### src/rtl/multicycle_control_unit.sv
// ----------------------------------------------------------------------------
// multicycle_control_unit
//
// Multicycle sequencer for the 64-bit load/store/ALU datapath. It captures the
// fetched instruction into an internal IR, decodes it into an instruction class
// and walks FETCH -> DECODE -> EXEC -> (MEM) -> (WB), driving the datapath
// strobes as Moore outputs of the current state and the IR class.
//
// Supported classes: LD, SD, ADD, SUB, ADDI, BEQ and HALT. Anything else traps.
// HALT and TRAP are sticky until reset. With step_mode=1 the unit goes back to
// IDLE after every retired instruction and waits for the next start.
//
// Ports
//   clk          rising-edge clock
//   rst_n        synchronous active-low reset
//   start        leave IDLE and begin fetching (sampled in IDLE only)
//   step_mode    1 = return to IDLE after each retired instruction
//   instruction  instruction memory output, captured in FETCH
//   zero         ALU zero flag, used in BEQ EXEC only
//   IR_load      datapath IR load strobe (FETCH)
//   WE_reg       register-file write enable
//   WE_mem       data-memory write enable
//   OP_MEM_I     ALU B-source: 0 reg B, 1 load/store offset, 2 I-type immediate
//   ADD_SUB      0 add, 1 subtract
//   PC_load      load PC (exactly once per retired instruction)
//   PC_src       0 = PC+4, 1 = PC+branch offset
//   busy         not in IDLE, HALT or TRAP
//   halted       in HALT
//   illegal      in TRAP
//   retired      retired-instruction count, wraps
// ----------------------------------------------------------------------------
module multicycle_control_unit #(
    parameter int ILEN  = 32,
    parameter int CNT_W = 32
) (
    input  logic             clk,
    input  logic             rst_n,
    input  logic             start,
    input  logic             step_mode,
    input  logic [ILEN-1:0]  instruction,
    input  logic             zero,
    output logic             IR_load,
    output logic             WE_reg,
    output logic             WE_mem,
    output logic [1:0]       OP_MEM_I,
    output logic             ADD_SUB,
    output logic             PC_load,
    output logic             PC_src,
    output logic             busy,
    output logic             halted,
    output logic             illegal,
    output logic [CNT_W-1:0] retired
);

    typedef enum logic [2:0] {
        S_IDLE   = 3'd0,
        S_FETCH  = 3'd1,
        S_DECODE = 3'd2,
        S_EXEC   = 3'd3,
        S_MEM    = 3'd4,
        S_WB     = 3'd5,
        S_HALT   = 3'd6,
        S_TRAP   = 3'd7
    } state_t;

    typedef enum logic [2:0] {
        CLS_LD      = 3'd0,
        CLS_SD      = 3'd1,
        CLS_ADD     = 3'd2,
        CLS_SUB     = 3'd3,
        CLS_ADDI    = 3'd4,
        CLS_BEQ     = 3'd5,
        CLS_HALT    = 3'd6,
        CLS_ILLEGAL = 3'd7
    } iclass_t;

    // Classify an instruction word. HALT is an exact full-word match, so it is
    // tested before the opcode table.
    function automatic iclass_t decode_class(input logic [ILEN-1:0] ir);
        iclass_t    cls;
        logic [6:0] opcode;
        logic [2:0] funct3;
        logic [6:0] funct7;
        opcode = ir[6:0];
        funct3 = ir[14:12];
        funct7 = ir[31:25];
        cls    = CLS_ILLEGAL;
        if (ir == ILEN'(32'h0000_0073)) begin
            cls = CLS_HALT;
        end else begin
            case (opcode)
                7'b0000011: cls = (funct3 == 3'b011) ? CLS_LD : CLS_ILLEGAL;
                7'b0100011: cls = (funct3 == 3'b011) ? CLS_SD : CLS_ILLEGAL;
                7'b0010011: cls = (funct3 == 3'b000) ? CLS_ADDI : CLS_ILLEGAL;
                7'b1100011: cls = (funct3 == 3'b000) ? CLS_BEQ : CLS_ILLEGAL;
                7'b0110011: begin
                    if (funct3 == 3'b000 && funct7 == 7'b0000000) begin
                        cls = CLS_ADD;
                    end else if (funct3 == 3'b000 && funct7 == 7'b0100000) begin
                        cls = CLS_SUB;
                    end else begin
                        cls = CLS_ILLEGAL;
                    end
                end
                default:    cls = CLS_ILLEGAL;
            endcase
        end
        return cls;
    endfunction

    state_t           state_r;
    state_t           state_next_s;
    state_t           retire_next_s;
    logic [ILEN-1:0]  ir_r;
    logic [CNT_W-1:0] retired_r;
    iclass_t          cls_s;
    logic             retire_s;
    logic [1:0]       exec_op_s;
    logic             exec_as_s;
    logic             ir_load_s;
    logic             we_reg_s;
    logic             we_mem_s;
    logic [1:0]       op_mem_i_s;
    logic             add_sub_s;
    logic             pc_load_s;
    logic             pc_src_s;

    // Decode always works from the captured IR, never the live port.
    assign cls_s = decode_class(ir_r);

    // Where a retiring instruction goes next; step_mode is sampled in the retire cycle.
    assign retire_next_s = step_mode ? S_IDLE : S_FETCH;

    // State, instruction register and retire counter.
    always_ff @(posedge clk) begin
        if (!rst_n) begin
            state_r   <= S_IDLE;
            ir_r      <= {ILEN{1'b0}};
            retired_r <= {CNT_W{1'b0}};
        end else begin
            state_r <= state_next_s;
            if (state_r == S_FETCH) begin
                ir_r <= instruction;
            end else begin
                ir_r <= ir_r;
            end
            if (retire_s) begin
                retired_r <= retired_r + CNT_W'(1);
            end else begin
                retired_r <= retired_r;
            end
        end
    end

    // ALU controls chosen in EXEC; WB repeats them so the datapath result stays stable.
    always_comb begin
        exec_op_s = 2'd0;
        exec_as_s = 1'b0;
        case (cls_s)
            CLS_LD, CLS_SD: exec_op_s = 2'd1;
            CLS_ADDI:       exec_op_s = 2'd2;
            CLS_SUB:        exec_as_s = 1'b1;
            CLS_BEQ:        exec_as_s = 1'b1;
            default: begin
                exec_op_s = 2'd0;
                exec_as_s = 1'b0;
            end
        endcase
    end

    // Next-state logic and Moore strobes.
    always_comb begin
        state_next_s = state_r;
        retire_s     = 1'b0;
        ir_load_s    = 1'b0;
        we_reg_s     = 1'b0;
        we_mem_s     = 1'b0;
        op_mem_i_s   = 2'd0;
        add_sub_s    = 1'b0;
        pc_load_s    = 1'b0;
        pc_src_s     = 1'b0;
        case (state_r)
            S_IDLE: begin
                if (start) begin
                    state_next_s = S_FETCH;
                end else begin
                    state_next_s = S_IDLE;
                end
            end
            S_FETCH: begin
                ir_load_s    = 1'b1;
                state_next_s = S_DECODE;
            end
            S_DECODE: begin
                case (cls_s)
                    CLS_HALT:    state_next_s = S_HALT;
                    CLS_ILLEGAL: state_next_s = S_TRAP;
                    default:     state_next_s = S_EXEC;
                endcase
            end
            S_EXEC: begin
                op_mem_i_s = exec_op_s;
                add_sub_s  = exec_as_s;
                case (cls_s)
                    CLS_LD, CLS_SD:             state_next_s = S_MEM;
                    CLS_ADD, CLS_SUB, CLS_ADDI: state_next_s = S_WB;
                    CLS_BEQ: begin
                        pc_load_s    = 1'b1;
                        pc_src_s     = zero;
                        retire_s     = 1'b1;
                        state_next_s = retire_next_s;
                    end
                    // HALT/ILLEGAL never reach EXEC; trap if the IR is ever inconsistent.
                    default:                    state_next_s = S_TRAP;
                endcase
            end
            S_MEM: begin
                op_mem_i_s = 2'd1;
                case (cls_s)
                    CLS_LD: state_next_s = S_WB;
                    CLS_SD: begin
                        we_mem_s     = 1'b1;
                        pc_load_s    = 1'b1;
                        retire_s     = 1'b1;
                        state_next_s = retire_next_s;
                    end
                    default: state_next_s = S_TRAP;
                endcase
            end
            S_WB: begin
                we_reg_s     = 1'b1;
                op_mem_i_s   = exec_op_s;
                add_sub_s    = exec_as_s;
                pc_load_s    = 1'b1;
                retire_s     = 1'b1;
                state_next_s = retire_next_s;
            end
            S_HALT:  state_next_s = S_HALT;
            S_TRAP:  state_next_s = S_TRAP;
            default: state_next_s = S_IDLE;
        endcase
    end

    assign IR_load  = ir_load_s;
    assign WE_reg   = we_reg_s;
    assign WE_mem   = we_mem_s;
    assign OP_MEM_I = op_mem_i_s;
    assign ADD_SUB  = add_sub_s;
    assign PC_load  = pc_load_s;
    assign PC_src   = pc_src_s;
    assign busy     = (state_r != S_IDLE) && (state_r != S_HALT) && (state_r != S_TRAP);
    assign halted   = (state_r == S_HALT);
    assign illegal  = (state_r == S_TRAP);
    assign retired  = retired_r;

endmodule

### config.mk
export PLATFORM = sky130hd
export DESIGN_NAME = multicycle_control_unit
export DESIGN_NICKNAME = d
export VERILOG_FILES = /design/src/rtl/multicycle_control_unit.sv
export SDC_FILE = /design/constraint.sdc
export NUM_CORES = 1
export LEC_CHECK = 0
export ABC_AREA = 1
export ABC_CLOCK_PERIOD_IN_PS = 2300
export CORE_UTILIZATION = 45
export CTS_BUF_LIST = sky130_fd_sc_hd__clkbuf_16
export DETAILED_ROUTE_END_ITERATION = 6
export MAX_ROUTING_LAYER = met4
export PLACE_DENSITY = 0.75
export SLEW_MARGIN = 5
export SYNTH_ARGS = -nofsm -noshare
export SYNTH_HDL_FRONTEND = slang
export SYNTH_SLANG_ARGS = --single-unit
### constraint.sdc
create_clock -name clk -period 2.3 [get_ports clk]
set_clock_uncertainty 0.05 [all_clocks]
set_input_delay 0.345 -clock clk [delete_from_list [all_inputs] [get_ports clk]]
set_output_delay 0.345 -clock clk [all_outputs]
set_load 0.005 [all_outputs]
Yosys cells after proc, flatten, opt, wreduce, memory -nomap -nowiden
Cells that the tools add are included.

Bits in registers: 67. Input port bits: 37. Word-level logic and storage cells: 67.

Add/subtract/negate cells: 1. Equality and inequality tests: 24. Multiplexer cells: 26. Reductions and logical operators: 13.

Operators with widths (count): $add 32x1->32 const B (1); $eq 32x7->1 const B (1); $eq 3x3->1 const B (8); $pmux 3 s8 (1); $eq 7x6->1 const B (3); $eq 3x2->1 const B (5); $mux 3 (5); $pmux 3 s5 (1); $pmux 3 s2 (2); $mux 1 (11); $logic_not 3->1 (3); $pmux 3 s3 (1); $pmux 2 s2 (2); $eq 7x2->1 const B (1); $eq 7x5->1 const B (1); $eq 7x7->1 const B (1); $logic_not 7->1 (1); $eq 3x1->1 const B (2); $ne 3x3->1 const B (2); $reduce_or 2->1 (3); $logic_and 1x1->1 (4); $mux 2 (2); $pmux 1 s3 (1); $reduce_bool 3->1 (1); $reduce_or 3->1 (1).

Logic depth before layout (Yosys ltp)
Gate-level depths: netlist (run 1).

Depth after elaboration: 10. Depth in mapped cells: 13.

Worst setup path before layout (run 1)
OpenSTA, ideal clock, no wires.

Path type: register -> register. Start: reg retired_r[0] (netlist: retired[0]). End: reg retired_r[24] (netlist: retired[24]). Arrival: 1.696 ns. Required time: 2.179 ns. Setup slack: 0.483 ns. Stages on the path, launching flop included: 9. Buffers on the path: 0. Cell sequence: dfxtp_1 > ha_1 > inv_1 > nor3_1 > nand2_1 > nor3_1 > xor2_1 > nand2_2 > a21oi_2.

Word-level cells in the longest chain between the ends: 1.

RTL lines: from (decl) (line 115) `logic [CNT_W-1:0] retired_r;`; from (signal assigned) (line 139) `retired_r <= {CNT_W{1'b0}};`; from (signal assigned) (line 148) `retired_r <= retired_r + CNT_W'(1);`; from (signal assigned) (line 150) `retired_r <= retired_r;`; $add 32x1->32 (line 148).

No other way between the ends. A chain may end at the register's enable or synchronous reset.

Final worst setup path (run 1)
Start: reg ir_r[5]. End: out PC_load.

Word-level cells in the longest chain between the ends: 6. Elaborated cells on any way between the ends: 13.

RTL lines: from (decl) (line 114) `logic [ILEN-1:0] ir_r;`; from (signal assigned) (line 138) `ir_r <= {ILEN{1'b0}};`; from (signal assigned) (line 143) `ir_r <= instruction;`; from (signal assigned) (line 145) `ir_r <= ir_r;`; $eq 7x6->1 (tied with other cells) (line 91) `case (opcode)`; $pmux 3 s5 (line 91); $mux 3 * (line 88) `if (ir == ILEN'(32'h0000_0073)) begin`; $eq 3x1->1 or $eq 3x3->1 (tied branches) (line 219, 204); $mux 1, on equally long branches (line 219, 204); $pmux 1 s3 * (line 182) `case (state_r)`; to (decl) (line 47) `output logic PC_load,`.

Every way passes the cells marked *; elsewhere a longest branch is shown, timed or not.

==> out/qor.yml, run 1 <==
status:
  status: "finished, final reports clean"
floorplanning:
  num_rows: 33
  pin_count: 80
  start_util_pct: 46.8
  core_area_um2: 8300
  dieArea_um2: 9010
  die_x_um: 94.9
  die_y_um: 94.9
drt:
  ant_nets: 0
  wl_per_cell_um: 14.4
  first_iter_violations: 192
  avgViaCountPerCell: 5.41
  wl_um: 10800
  drc: 0
  firstDrtPassIters: 4
  dr_total_vias: 4041
setup_path:
  worstPathArrival_ns: 1.90
  cpLargestDelayFamily: "simple AND/OR/NAND/NOR gates"
  rr_worst_depth: 13
  cp.required_ns: 1.90
  endpoint_kind: "output pin"
  timing.rr.end: "retired[3]"
  crit_buf_inv: 4
  crit_path_start_kind: "register"
  crit_cells: 11
  crit_start: "ir_r[5]"
  worstReg2RegStart: "ir_r[5]"
  cp_cell_sequence: "nand2_1 -> inv_1 -> nand2_1 -> nor2_1 -> nand2_1 -> nand3_4 -> buf_6 -> nand3_4 -> buf_6 -> nand3_4 -> buf_2"
  crit_path_max_incr_delay_ns: 0.37
  path_max_fanout: 3
  cp-endpoint: "PC_load"
  crit_slowest_cell: "dfxtp_1"
  timing_worst_setup_path_type: "reg2out"
  ff2ff_setup_slack_ns: 0.17
global_route:
  antenna_found_initial: 0
  grt_pass1_vias: 3880
  grt_max_degree: 59
  globalRouteTotalUtil_pct: 25.6
  grt_pass1_wl_um: 17600
  grt-ovfl-total: 0
synthesis:
  synth-compound-area-share_pct: 16.0
  yosysWarnings: 0
  synthXorXnorAreaFrac_pct: 6.53
  synthSimpleGateAreaFrac_pct: 33.5
  synthAdderAreaFrac_pct: 0.322
  synth-edff-count: 0
  avgSynthCellArea_um2: 7.15
  synthFlopType: "dfxtp_1"
  synth.area.mux_share_pct: 0
  synth_top_family_by_area: "simple AND/OR/NAND/NOR gates"
  ys_types: 31
  ys_async_sr_fraction_pct: 0
  ys_seq_elements: 67
  syn-instance-count: 544
  ys_seq_area_share_pct: 34.5
  syn_area_um2: 3890
  syn_nets: 582
cts:
  clkTransAtPathRegs_ns: 0.06
  clock-sinks: 67
  cts-root-buf: "clkbuf_16"
  numCtsBuffers: 9
  cts_max_level: 3
  clockBufferDepth: 2
  holdBufCountCts: 0
  clkLatencyLatePin_ns: 0.33
  cts_tree: "built"
layout:
  syn2layout_area_growth_pct: 35.7
  antenna_cells: 0
  final_common_cell: "clkdlybuf4s50_1"
  final_cell_mix: "73 x clkdlybuf4s50_1, 70 x nand2_1, 61 x dfxtp_1, 51 x nor2_1, 49 x nand4_1"
  drive_gt1_share_pct: 23.5
  nFillCells: 736
  fin_nets: 675
timing:
  rsz0062_at_grt: "true"
  fin_crit_ns: 2.29
  fmax_mhz: 436
  tightest_slew_ns: 0.459
  slew_headroom_pct: 69.4
  slew_violations: 0
  final_hold_viol_count: 0
  finalCritPeriodShare_pct: 99.7
  finalSetupTns_ns: 0
  setup_viol: 0
place:
  io_buffers: 79
  gp_congestion: 0.951
  place_hpwl_um: 7630
min_path:
  min_path_cells: 2
  holdCritPathClass: "reg2reg"
power:
  powerDensity_nw_per_um2: 785
  irDropWorstVdd_v: 0.000570
  power.total_mw: 4.14
  leakage_nw: 1.94
job:
  maxCapViolCount: 0
synthesized netlist by cell type (2+ instances only):
library cell  number  area share (%)
nor2_1            54             5.2
nand2_1           74             7.1
inv_2             13             1.3
nand4_1           49             7.9
dfxtp_1           67              35
buf_1              4            0.39
xor2_1            18             4.1
o21ai_0           36             4.6
xnor2_1           11             2.5
nand2_2           32             5.1
nor4_1             2            0.32
nand3b_1           2            0.39
inv_1             47             4.5
clkbuf_1          14             1.4
buf_8              3             1.2
a21oi_2           29             6.5
nor2_2             3            0.48
a21oi_1           32             4.1
nand3_4            2            0.90
nor3_1            21             2.7
buf_2              4            0.51
nand3_1           18             2.3
how the worst min path moves through the flow:
stage | from | endpoint | slack (ns)
finish | ir_r[11] | ir_r[11] | 0.41
detailed placement | ir_r[10] | ir_r[10] | 0.40
CTS | ir_r[10] | ir_r[10] | 0.41
floorplan | ir_r[16] | ir_r[16] | 0.38
global placement | ir_r[21] | ir_r[21] | 0.39
global route | ir_r[19] | ir_r[19] | 0.42
where the power goes:
group	switching [mW]	total [mW]	internal, mW
registers	0.137	1.55	1.41
clock network	0.524	1.25	0.724
logic	0.819	1.35	0.526
total	1.48	4.14	2.66
per-layer routing:
layer	vias up	track usage, %	part of all wire (%)
met1	1896	31.6	45
met4	0	5.68	1.1
met2	129	43.3	49
met3	15	4.59	4.7
li1	2001	-	-
met5	-	-	0
registers in the layout, summed over array words and instances (netlist names):
| signal | cells |
|---|---|
| ir_r | 32 |
| state_r | 3 |
| retired | 32 |
worst min-delay path, cell delays in order, from the launching register on:
cell and delay, ns:
dfxtp_1 0.30, inv_1 0.06, a21oi_1 0.06
stage by stage:
stage | cells | instance area (µm²) | hold WS, ns | utilization, % | setup slack [ns]
after global routing | 747 | 5270 | 0.422 | 63.5 | -0.0676
after global placement | 723 | 4840 | 0.390 | 58.3 | 0.0470
after CTS | 747 | 5240 | 0.407 | 63.1 | -0.0141
final | 747 | 5270 | 0.406 | 63.5 | 0.00774
after detailed placement | 723 | 4840 | 0.399 | 58.3 | 0.0133
after floorplan | 544 | 3890 | 0.379 | - | 0.483
kinds of logic (layout without fill, tap and decap cells):
| logic type | Yosys count | count (layout) |
|---|---|---|
| AND/OR/NAND/NOR | 261 | 261 |
| flip-flops | 67 | 67 |
| AO/OA/AOI/OAI | 101 | 101 |
| XOR/XNOR | 29 | 29 |
| adder cells (fa/ha/maj) | 1 | 1 |
| buffers and inverters | 85 | 183 |
final cells by class:
type	instances	area [µm²]	area share, %
Inverter	60	225	4.27
Tap cell	105	131	2.49
Multi-Input combinational cell	392	2280	43.3
Clock inverter	7	46.3	0.878
Timing Repair Buffer	107	1010	19.2
Sequential cell	67	1350	25.6
Clock buffer	9	225	4.27
what timing repair did:
item	4_1_cts	5_1_grt
endpoints found under the setup margin	6	36
buffers inserted	8	0
pin swaps	5	5
resized for setup	38	15
No activity file was read; power rests on OpenSTA's default activity.
==> run 2: changes to the inputs <==
--- a/config.mk
+++ b/config.mk
@@ -12,7 +12,7 @@
 export DETAILED_ROUTE_END_ITERATION = 6
 export MAX_ROUTING_LAYER = met4
 export PLACE_DENSITY = 0.75
-export SLEW_MARGIN = 5
+export SLEW_MARGIN = 25
 export SYNTH_ARGS = -nofsm -noshare
 export SYNTH_HDL_FRONTEND = slang
 export SYNTH_SLANG_ARGS = --single-unit
==> results of run 2 <==
Final layout, timing and power as in run 1 (identical DEF).
==> run 3: changes to the inputs <==
--- a/config.mk
+++ b/config.mk
@@ -7,11 +7,12 @@
 export LEC_CHECK = 0
 export ABC_AREA = 1
 export ABC_CLOCK_PERIOD_IN_PS = 2300
+export CAP_MARGIN = 20
 export CORE_UTILIZATION = 45
 export CTS_BUF_LIST = sky130_fd_sc_hd__clkbuf_16
 export DETAILED_ROUTE_END_ITERATION = 6
 export MAX_ROUTING_LAYER = met4
-export PLACE_DENSITY = 0.75
+export PLACE_DENSITY = 0.72
 export SLEW_MARGIN = 25
 export SYNTH_ARGS = -nofsm -noshare
 export SYNTH_HDL_FRONTEND = slang
==> out/qor.yml, run 3 (synthesis gave the netlist of run 1 again) <==
min_path:
  min_path_cells: 2
  holdCritPathClass: "reg2reg"
global_route:
  globalRouteTotalUtil_pct: 25.9
  grt_max_degree: 59
  antenna_found_initial: 0
  grt_pass1_wl_um: 17900
  grtUsageMet2_pct: 42.4
  grt-ovfl-total: 0
  grtUsageMet3_pct: 5.39
  busiest_layer: "met2"
  grt_pass1_vias: 3942
  gr-usage-met1_pct: 31.4
drt:
  avgViaCountPerCell: 5.46
  dr_total_vias: 4061
  first_iter_violations: 145
  wl_per_cell_um: 14.5
  firstDrtPassIters: 5
  drc: 0
  ant_nets: 0
  wl_um: 10800
power:
  powerDensity_nw_per_um2: 819
  irDropWorstVdd_v: 0.000796
  leakage_nw: 1.93
layout:
  final_cell_mix: "73 x clkdlybuf4s50_1, 68 x nand2_1, 61 x dfxtp_1, 49 x nand4_1, 47 x nor2_1"
  final_common_cell: "clkdlybuf4s50_1"
  syn2layout_area_growth_pct: 35.9
  post-route-util_pct: 63.6
  drive_gt1_share_pct: 24.4
  nFillCells: 720
  antenna_cells: 0
  fin_nets: 672
setup_path:
  path_max_fanout: 4
  rr_worst_depth: 12
  crit_path_start_kind: "register"
  timing_worst_setup_path_type: "reg2out"
  worstPathArrival_ns: 1.85
  cp.required_ns: 1.90
  endpoint_kind: "output pin"
timing:
  fmax_mhz: 445
  setup_viol: 0
  fin_crit_ns: 2.25
  slew_violations: 0
  finalCritPeriodShare_pct: 97.6
  rsz0062_at_grt: "true"
  final_hold_viol_count: 0
  slew_headroom_pct: 66.2
  tightest_slew_ns: 0.506
  finalSetupTns_ns: 0
place:
  io_buffers: 79
  place_hpwl_um: 7710
  gp_congestion: 0.937
status:
  status: "finished, final reports clean"
cts:
  clkLatencyLatePin_ns: 0.33
  clkTransAtPathRegs_ns: 0.06
  clock-sinks: 67
  cts-root-buf: "clkbuf_16"
  cts_max_level: 3
  numCtsBuffers: 9
  cts_tree: "built"
  clockBufferDepth: 2
floorplanning:
  num_rows: 33
  pin_count: 80
  die_y_um: 94.9
  core_area_um2: 8300
  die_x_um: 94.9
  dieArea_um2: 9010
  start_util_pct: 46.8
job:
  maxCapViolCount: 0
[run 3: cell count changes in the layout (fill, tap and decap cells not counted), moves of 2 or more]
cell	previous run	this run
nand2_2	35	38
nand2_1	70	68
inv_1	47	44
nor2_2	5	7
nand3_2	1	3
nor2_4	2	4
nor2_1	51	47
buf_6	5	1
[run 3: worst max-delay path: stages, from the launching register on]
cell             delay [ns]
dfxtp_1                0.33
inv_2                  0.06
nand2_2                0.06
nor2_4                 0.16
nand2_2                0.11
nor2_2                 0.10
nand3_2                0.13
nor2_4                 0.17
nand3_4                0.12
inv_1                  0.08
clkdlybuf4s15_1        0.21
[run 3: report_power, final]
group	switching [mW]	total [mW]	internal, mW
Combinational	0.844	1.39	0.542
Sequential	0.141	1.56	1.41
Clock	0.542	1.39	0.844
Total	1.53	4.33	2.80
[run 3: final cells by class]
class | count | area, µm² | share of cell area, %
clock buffer | 9 | 225 | 4.26
clock inverter | 7 | 76.3 | 1.45
inverter | 60 | 228 | 4.31
multi-input combinational | 392 | 2290 | 43.4
sequential | 67 | 1350 | 25.6
tap | 105 | 131 | 2.49
timing repair buffer | 104 | 973 | 18.4
[run 3: final timing paths]
kind / end / slack (ns) / startpoint
worst max-delay path: WE_mem / 0.05 / ir_r[3]
worst min-delay path: ir_r[23] / 0.41 / ir_r[23]
worst max register to register: retired[4] / 0.16 / ir_r[3]
worst min register to register: ir_r[23] / 0.41 / ir_r[23]
[run 3: timing repair]
item,CTS,global route
setup buffers,3,1
endpoints found under the setup margin,6,7
gates resized for setup,24,33
hold buffers,0,0
pin swaps,3,7
[run 3: through the flow]
stage / setup slack [ns] / instances / hold WS (ns) / power (mW) / area (µm²)
finish: 0.0543 / 744 / 0.408 / 4.33 / 5280
global placement: 0.0111 / 724 / 0.389 / 2.74 / 4850
detailed placement: 0.0393 / 724 / 0.397 / 2.78 / 4850
floorplan: 0.483 / 544 / 0.379 / 2.38 / 3890
CTS: 0.0167 / 743 / 0.406 / 4.20 / 5200
global route: -0.0286 / 744 / 0.433 / 4.59 / 5280
[run 3: layer usage]
layer  part of all wire [%]  vias up
li1                       -     2006
met1                     45     1919
met2                     48      112
met3                    4.0       24
met4                    2.3        0
met5                      0        -
